**src/rtl/ctrl_pkg.sv**
```systemverilog
// ============================================================================
// ctrl_pkg : shared control-word layout and transmitter state encoding
// Rev 1.0  : initial release
// ============================================================================
`default_nettype none

package ctrl_pkg;

  localparam int CTRL_W         = 16;

  localparam int CTRL_RESET     = 0;
  localparam int CTRL_ENABLE    = 1;
  localparam int CTRL_SPEED_LSB = 2;
  localparam int CTRL_SPEED_MSB = 3;
  localparam int CTRL_TEST      = 4;

  typedef enum logic [1:0] {
    ST_IDLE = 2'd0,
    ST_LOW  = 2'd1,
    ST_HIGH = 2'd2,
    ST_GAP  = 2'd3
  } tx_state_t;

endpackage

`default_nettype wire

```
**src/rtl/ctrl_tx.sv**
```systemverilog
// ============================================================================
// ctrl_tx : serialises a W-bit control word MSB first on ctrl_clk/ctrl_data,
//           followed by a fixed idle gap before the next word is accepted.
// Rev 1.0  : initial release
// ============================================================================
`default_nettype none

module ctrl_tx
  import ctrl_pkg::*;
#(
  parameter int W   = CTRL_W,
  parameter int DIV = 4,
  parameter int GAP = 8
) (
  input  logic         clk_i,
  input  logic         reset_i,
  input  logic [W-1:0] data_i,
  input  logic         valid_i,
  output logic         ready_o,
  output logic         ctrl_clk_o,
  output logic         ctrl_data_o,
  output logic         busy_o
);

  localparam int HW = $clog2(DIV + 1);
  localparam int GW = $clog2(GAP + 1);
  localparam int BW = $clog2(W + 1);

  // The first low phase carries one extra cycle so the first bit is set up
  // a full DIV cycles after it appears on ctrl_data_o.
  localparam logic [HW-1:0] FIRST_LOAD = HW'(DIV);
  localparam logic [HW-1:0] HALF_LOAD  = HW'(DIV - 1);
  localparam logic [HW-1:0] HALF_ONE   = HW'(1);
  localparam logic [GW-1:0] GAP_LOAD   = GW'(GAP - 1);
  localparam logic [GW-1:0] GAP_ONE    = GW'(1);
  localparam logic [BW-1:0] BITS_LOAD  = BW'(W);
  localparam logic [BW-1:0] BITS_ONE   = BW'(1);

  tx_state_t     state;
  logic [HW-1:0] half_cnt;
  logic [GW-1:0] gap_cnt;
  logic [BW-1:0] bit_cnt;
  logic [W-1:0]  shreg;
  logic [W-1:0]  shreg_next;
  logic          accept;

  assign accept     = valid_i && ready_o;
  assign shreg_next = shreg << 1;

  always_ff @(posedge clk_i or posedge reset_i) begin
    if (reset_i) begin
      state       <= ST_IDLE;
      ready_o     <= 1'b0;
      busy_o      <= 1'b1;
      ctrl_clk_o  <= 1'b0;
      ctrl_data_o <= 1'b0;
      half_cnt    <= '0;
      gap_cnt     <= '0;
      bit_cnt     <= '0;
      shreg       <= '0;
    end else begin
      case (state)
        ST_LOW: begin
          ctrl_clk_o  <= 1'b0;
          ctrl_data_o <= shreg[W-1];
          if (half_cnt == '0) begin
            state      <= ST_HIGH;
            ctrl_clk_o <= 1'b1;
            half_cnt   <= HALF_LOAD;
          end else begin
            half_cnt <= half_cnt - HALF_ONE;
          end
        end

        ST_HIGH: begin
          ctrl_clk_o <= 1'b1;
          if (half_cnt == '0) begin
            ctrl_clk_o <= 1'b0;
            half_cnt   <= HALF_LOAD;
            if (bit_cnt == BITS_ONE) begin
              state       <= ST_GAP;
              ctrl_data_o <= 1'b0;
              gap_cnt     <= GAP_LOAD;
              bit_cnt     <= '0;
              shreg       <= '0;
            end else begin
              // Next bit goes out on the same edge the clock falls.
              state       <= ST_LOW;
              shreg       <= shreg_next;
              ctrl_data_o <= shreg_next[W-1];
              bit_cnt     <= bit_cnt - BITS_ONE;
            end
          end else begin
            half_cnt <= half_cnt - HALF_ONE;
          end
        end

        ST_GAP: begin
          ctrl_clk_o  <= 1'b0;
          ctrl_data_o <= 1'b0;
          if (gap_cnt == '0) begin
            state   <= ST_IDLE;
            ready_o <= 1'b1;
            busy_o  <= 1'b0;
          end else begin
            gap_cnt <= gap_cnt - GAP_ONE;
          end
        end

        default: begin
          ctrl_clk_o  <= 1'b0;
          ctrl_data_o <= 1'b0;
          if (accept) begin
            state    <= ST_LOW;
            shreg    <= data_i;
            half_cnt <= FIRST_LOAD;
            bit_cnt  <= BITS_LOAD;
            ready_o  <= 1'b0;
            busy_o   <= 1'b1;
          end else begin
            ready_o <= 1'b1;
            busy_o  <= 1'b0;
          end
        end
      endcase
    end
  end

endmodule

`default_nettype wire

```
**config.mk**
```make
export PLATFORM = sky130hd
export DESIGN_NAME = ctrl_tx
export DESIGN_NICKNAME = d
export VERILOG_FILES = /design/src/rtl/ctrl_pkg.sv /design/src/rtl/ctrl_tx.sv
export SDC_FILE = /design/constraint.sdc
export NUM_CORES = 1
export LEC_CHECK = 0
export ABC_AREA = 1
export CELL_PAD_IN_SITES_DETAIL_PLACEMENT = 0
export CELL_PAD_IN_SITES_GLOBAL_PLACEMENT = 1
export CORE_ASPECT_RATIO = 0.75
export CORE_UTILIZATION = 40
export DETAILED_ROUTE_END_ITERATION = 12
export HOLD_SLACK_MARGIN = 0.05
export PLACE_DENSITY = 0.82
export SLEW_MARGIN = 40
export SYNTH_ARGS = -nofsm -noshare
export SYNTH_HDL_FRONTEND = slang
export SYNTH_SLANG_ARGS = --single-unit
```
**constraint.sdc**
```tcl
create_clock -name clk_i -period 4.5 [get_ports clk_i]
set_input_delay 1.35 -clock clk_i [delete_from_list [all_inputs] [get_ports clk_i]]
set_output_delay 1.35 -clock clk_i [all_outputs]
set_load 0.05 [all_outputs]
```
==> impl_metrics.csv, run 1 <==
group,metric,value,unit
run_status,status,"finished, final reports clean",
yosys,synth.distinct_cells,28,
setup_path,worst_setup_path_start_kind,"flip-flop",
layout,syn_to_final_growth,15.87,%
timing,skew,0.004908,ns
setup_path,cp_slowest_cell,"clkdlybuf4s50_1",
placed_design,place_area,0.002220,mm^2
yosys,netlist_area,0.001994,mm^2
cts,post_cts_resized,0,
cts,clock_latency,0.28,ns
routing,drt_pass1_iterations,4,
floorplanning,fp-row-count,21,
cts,tritoncts,"built",
cts,cts_root_buffer,"clkbuf_8",
setup_path,crit_fanout,2,
routing,routedWlPerCell,12.01,um
setup_path,critical_path_depth,1,
power_and_ir_drop,clock_power_share,13.8,%
routing,num_vias,1647,
cts,ctsHoldBuffers,0,
cts,clock_sinks,34,
layout,drive_gt1_share,8.421,%
floorplanning,ioPinCount,23,
timing,period_needed,2.946,ns
setup_path,crit_required,3.15,ns
global_route,overflow,0,
timing,tightest_slew,0.6787,ns
setup_path,cp_slowest_stage_delay,0.79,ns
power_and_ir_drop,irDropWorstVdd,315.7,uV
floorplanning,design.die.area,0.005275,mm^2
timing,final-max-slew-violation-count,0,
yosys,synth_warnings,0,
setup_path,end_kind,"output port",
routing,wl,4109,um
power_and_ir_drop,leakagePower,0.001199,uW
worst_hold_path,min_path_cells,2,
power_and_ir_drop,internal_power,893.4,uW
cts,clockBufferDepth,2,
power_and_ir_drop,power_switching,775.6,uW
placed_design,numPortBuffers,22,
power_and_ir_drop,finalPower,1669,uW
setup_path,rr_worst_depth,9,
global_route,grtUsageTotal,16.88,%
power_and_ir_drop,swShare,46.47,%
timing,max_slew_margin,54.75,%
setup_path,worstPathCellList,"clkdlybuf4s50_1",
cts,cts_made_buffers,5,
yosys,ys_seq_area_share,42.72,%
timing,hold_viol_final,0,
layout,final_area,0.002311,mm^2
layout,nets,312,
global_route,grt_pass1_vias,1507,
setup_path,crit_type,"reg2out",
power_and_ir_drop,combPwrFrac,53.6,%
setup_path,crit_arrival,1.60,ns
floorplanning,coreArea,0.004624,mm^2
routing,vias_per_cell,4.816,
yosys,synth_nets,292,
yosys,syn_avg_cell_area,7.555,um^2
setup_path,crit_buf_inv,1,
setup_path,cpLargestDelayFamily,"buffers and inverters",
timing,rsz0062_at_grt,"false",
worst_hold_path,hold_path.class,"reg2reg",
power_and_ir_drop,power.density,722.2,mW/mm^2
floorplanning,initial_core_util,43.13,%
yosys,synthCells,264,
global_route,grt_max_degree,35,
floorplanning,die_h,63.15,um
cts,htree_levels,2,
placed_design,place_congestion,0.7455,
floorplanning,die_w,83.54,um
cts,cts.clk_slew.worst_paths,0.07,ns
global_route,grt_pass1_wl,7093,um
timing,period_share,65.46,%
placed_design,dp_hpwl,2832,um
layout,post-route-util,49.97,%
routing,ant_nets,0,
routing,drt_iter0_drc,81,
cts,postCtsSetupBuffers,0,
yosys,synth-seq-cells,34,
timing,setup_viol,0,
timing,max_freq,339.5,MHz
power_and_ir_drop,power_frac_seq,32.6,%
global_route,antenna_found_initial,0,
layout,n_antenna_cell,0,
timing,setup_tns,0,ns
flow_run,maxCapViolations,0,
routing,drc_errors,0,
-- layout by cell type, fill, tap and decap left out, types with 2 or more instances in the layout --
cell type	n
clkdlybuf4s50_1	22
dfrtp_1	33
nand2_2	3
nor2_2	2
nand3_1	18
ha_1	9
inv_2	4
nand2_1	105
inv_1	25
o21ai_0	23
o22ai_1	2
nand4_1	5
clkbuf_8	6
nor2_1	12
-- metal layers --
layer	global-route usage [%]	vias to the layer above	share of wire, %
met5	0	-	0
met2	23.67	22	41
met1	25.29	752	55
li1	-	866	-
met3	4.456	7	3.8
met4	5.085	0	1.1
-- power by group through the flow --
stage                     sequential (uW)  combinational [uW]  clock (uW)
after floorplan                       582                 696           0
after global placement                545                 883           0
after detailed placement              547                 903           0
after CTS                             543                 904         238
after global routing                  561                1030         256
final                                 544                 894         231
-- worst reg2reg max path: stages (launching register included) --
cell and delay, ns:
dfrtp_1 0.41, inv_1 0.11, ha_1 0.60, inv_2 0.35
nand2_2 0.18, nand3_4 0.09, nor2_8 0.31, inv_4 0.14
nand2_1 0.08, o21ai_0 0.07
-- state kept, by name, summed over array words and instances (netlist names) --
name	flops
busy_o	1
ready_o	1
half_cnt	3
gap_cnt	4
shreg	16
state	2
bit_cnt	5
ctrl_data_o	1
ctrl_clk_o	1
-- path summary, 6_finish.rpt --
kind                            startpoint         end  slack (ns)
worst max-delay path                busy_o      busy_o        1.55
max in group asynchronous          reset_i      busy_o        2.70
min in group asynchronous          reset_i  bit_cnt[1]        1.45
worst max register to register    state[0]  bit_cnt[2]        2.04
worst min-delay path              shreg[9]    shreg[9]        0.49
worst min register to register    shreg[9]    shreg[9]        0.49
-- layout make-up --
cell class / count / area (um^2)
clock buffer: 7 / 86.33
clock inverter: 1 / 5.005
fill: 469 / 2313
inverter: 30 / 115.1
multi-input combinational: 190 / 953.4
sequential: 34 / 852.1
tap: 57 / 71.32
timing repair buffer: 23 / 227.7
-- through the flow --
step / cells / hold slack [ns] / setup WS, ns
finish: 342 / 0.4850 / 1.554
global route: 342 / 0.5061 / 1.520
CTS: 342 / 0.4813 / 1.538
detailed placement: 334 / 0.4633 / 1.655
global placement: 334 / 0.4618 / 1.687
floorplan: 264 / 0.4422 / 2.354
-- synth_stat cells --
cell	count	share of area, %
buf_4	2	0.75
inv_4	1	0.31
a21oi_1	1	0.25
dfrtp_1	33	41
nand3_4	1	0.88
nand2_1	105	20
nor2_1	12	2.3
nand3_1	18	4.5
nand3_2	1	0.50
nor2_2	2	0.63
xor2_1	1	0.44
xnor2_1	1	0.44
ha_1	9	5.6
dfstp_2	1	1.3
buf_2	5	1.3
o21a_1	1	0.38
inv_2	4	0.75
o21ai_0	23	5.8
o21ai_1	1	0.25
nand2_4	1	0.56
nand3b_1	1	0.38
nand2_2	3	0.94
nand3b_4	1	1.0
o22ai_1	2	0.63
nand4_1	5	1.6
buf_6	3	1.7
inv_1	25	4.7
nor2_8	1	1.0
-- cell families after synthesis --
group           after synthesis  synth area share [%]
simple gates                151                 34.00
buf+inv                      40                 9.472
flops                        34                 42.72
compound gates               28                 7.277
xor+xnor                      2                0.8785
fa+ha+maj                     9                 5.646
No activity file was read; power rests on OpenSTA's default activity.
==> run 2: changes to the inputs <==
CORE_UTILIZATION = 37   (was 40)
PLACE_DENSITY = 0.8   (was 0.82)
clock period = 2.4 ns   (was 4.5 ns; I/O delays follow)
==> impl_metrics.csv, run 2 (synthesis gave the netlist of run 1 again) <==
group,metric,value,unit
run_status,status,"finished, final reports clean",
placed_design,numPortBuffers,22,
routing,drc_errors,0,
timing,max_freq,452.9,MHz
timing,period_share,92.00,%
cts,tritoncts,"built",
routing,top_layer,"met4",
layout,largest_register_ffs,16,
global_route,grtUsageTotal,16.43,%
timing,skew,0.009643,ns
global_route,grt_pass1_vias,1596,
placed_design,dp_hpwl,2840,um
placed_design,place_congestion,0.7466,
cts,htree_levels,2,
setup_path,end_kind,"output port",
worst_hold_path,hold_path.class,"reg2reg",
timing,final-max-slew-violation-count,0,
routing,routedWlPerCell,11.38,um
layout,largestRegisters,"shreg: 16 flops, bit_cnt: 5 flops, gap_cnt: 4 flops",
floorplanning,fp-row-count,22,
timing,setup_tns,0,ns
power_and_ir_drop,power.density,1399,mW/mm^2
setup_path,worst_setup_path_start_kind,"flip-flop",
global_route,antenna_found_initial,0,
timing,rsz0062_at_grt,"false",
routing,drt_iter0_drc,76,
routing,drt_pass1_iterations,4,
setup_path,crit_buf_inv,1,
routing,vias_per_cell,4.556,
setup_path,crit_required,1.68,ns
routing,num_vias,1640,
cts,postCtsSetupBuffers,0,
power_and_ir_drop,leakagePower,0.001235,uW
timing,fin_ws,0.1921,ns
layout,syn_to_final_growth,20.14,%
global_route,overflow,0,
timing,setup_viol,0,
layout,final_cell_mix,"105 x nand2_1, 33 x dfrtp_1, 25 x inv_1",
setup_path,cp_slowest_stage_delay,0.81,ns
cts,clock_sinks,34,
global_route,grt_pass1_wl,7210,um
cts,ctsHoldBuffers,0,
layout,final_common_cell,"nand2_1",
floorplanning,die_w,86.78,um
flow_run,maxCapViolations,0,
routing,ant_nets,0,
layout,nets,315,
setup_path,crit_type,"reg2out",
cts,cts_made_buffers,5,
cts,post_cts_resized,0,
global_route,grt_max_degree,35,
cts,cts_root_buffer,"clkbuf_8",
routing,met3WireLength,148,um
placed_design,dp_slack,0.2595,ns
setup_path,crit_arrival,1.49,ns
floorplanning,design.die.area,0.005691,mm^2
cts,clockBufferDepth,2,
routing,drt-met1-wl,2252,um
setup_path,worstPathCellList,"clkdlybuf4s50_1",
routing,met2_length,1662,um
setup_path,cp_slowest_cell,"clkdlybuf4s50_1",
setup_path,crit_fanout,4,
timing,tightest_slew,0.4906,ns
power_and_ir_drop,irDropWorstVdd,758.5,uV
timing,max_slew_margin,67.19,%
layout,n_antenna_cell,0,
routing,wl,4097,um
layout,drive_gt1_share,10.07,%
timing,period_needed,2.208,ns
floorplanning,ioPinCount,23,
setup_path,cpLargestDelayFamily,"buffers and inverters",
timing,hold_viol_final,0,
floorplanning,coreArea,0.005037,mm^2
cts,cts.clk_slew.worst_paths,0.07,ns
floorplanning,die_h,65.58,um
layout,regMostFlops,"shreg",
cts,clock_latency,0.29,ns
floorplanning,initial_core_util,39.59,%
## run 2: changes by cell type in the layout (fill, tap and decap cells not counted), sizes merged
cell / before / now
bufinv: 0 / 2
clkbuf: 7 / 5
clkdlybuf4s50: 22 / 21
buf: 1 / 5
## run 2: worst paths after layout
kind	start	end	slack, ns	cells past startpoint
max in group asynchronous	reset_i	busy_o	1.20	3
hold reg to reg	ctrl_data_o	ctrl_data_o	0.48	2
min in group asynchronous	reset_i	shreg[8]	0.84	3
setup / recovery	ready_o	ready_o	0.19	1
hold / removal	ctrl_data_o	ctrl_data_o	0.48	2
setup reg to reg	bit_cnt[1]	gap_cnt[3]	0.53	9
## run 2: power breakdown
| group | total, uW | internal (uW) | leakage [uW] | switching [uW] |
|---|---|---|---|---|
| Combinational | 1690 | 609 | 0.000743 | 1080 |
| Sequential | 1010 | 857 | 0.000424 | 156 |
| Clock | 652 | 416 | 0.0000683 | 236 |
## run 2: area by class of cell
class	instances	area, um^2
inverter	30	115.1
timing repair buffer	26	247.7
tap	72	90.09
fill	521	2641
multi-input combinational	190	953.4
clock buffer	5	68.82
sequential	34	852.1
clock inverter	3	68.82
## run 2: routing by layer
metal,track usage (%),up-vias
met5,0,-
met4,6.250,0
met3,3.518,5
met2,24.90,21
met1,22.92,742
li1,-,872
## run 2: metrics by stage
step | hold slack, ns | util [%] | area (um^2) | power [uW] | cells
finish | 0.4780 | 47.57 | 2396 | 3352 | 360
global route | 0.5029 | 47.57 | 2396 | 3692 | 360
CTS | 0.4846 | 47.57 | 2396 | 3390 | 360
detailed placement | 0.4645 | 44.83 | 2258 | 2722 | 352
global placement | 0.4638 | 44.83 | 2258 | 2707 | 352
floorplan | 0.4422 | - | 1994 | 2396 | 264
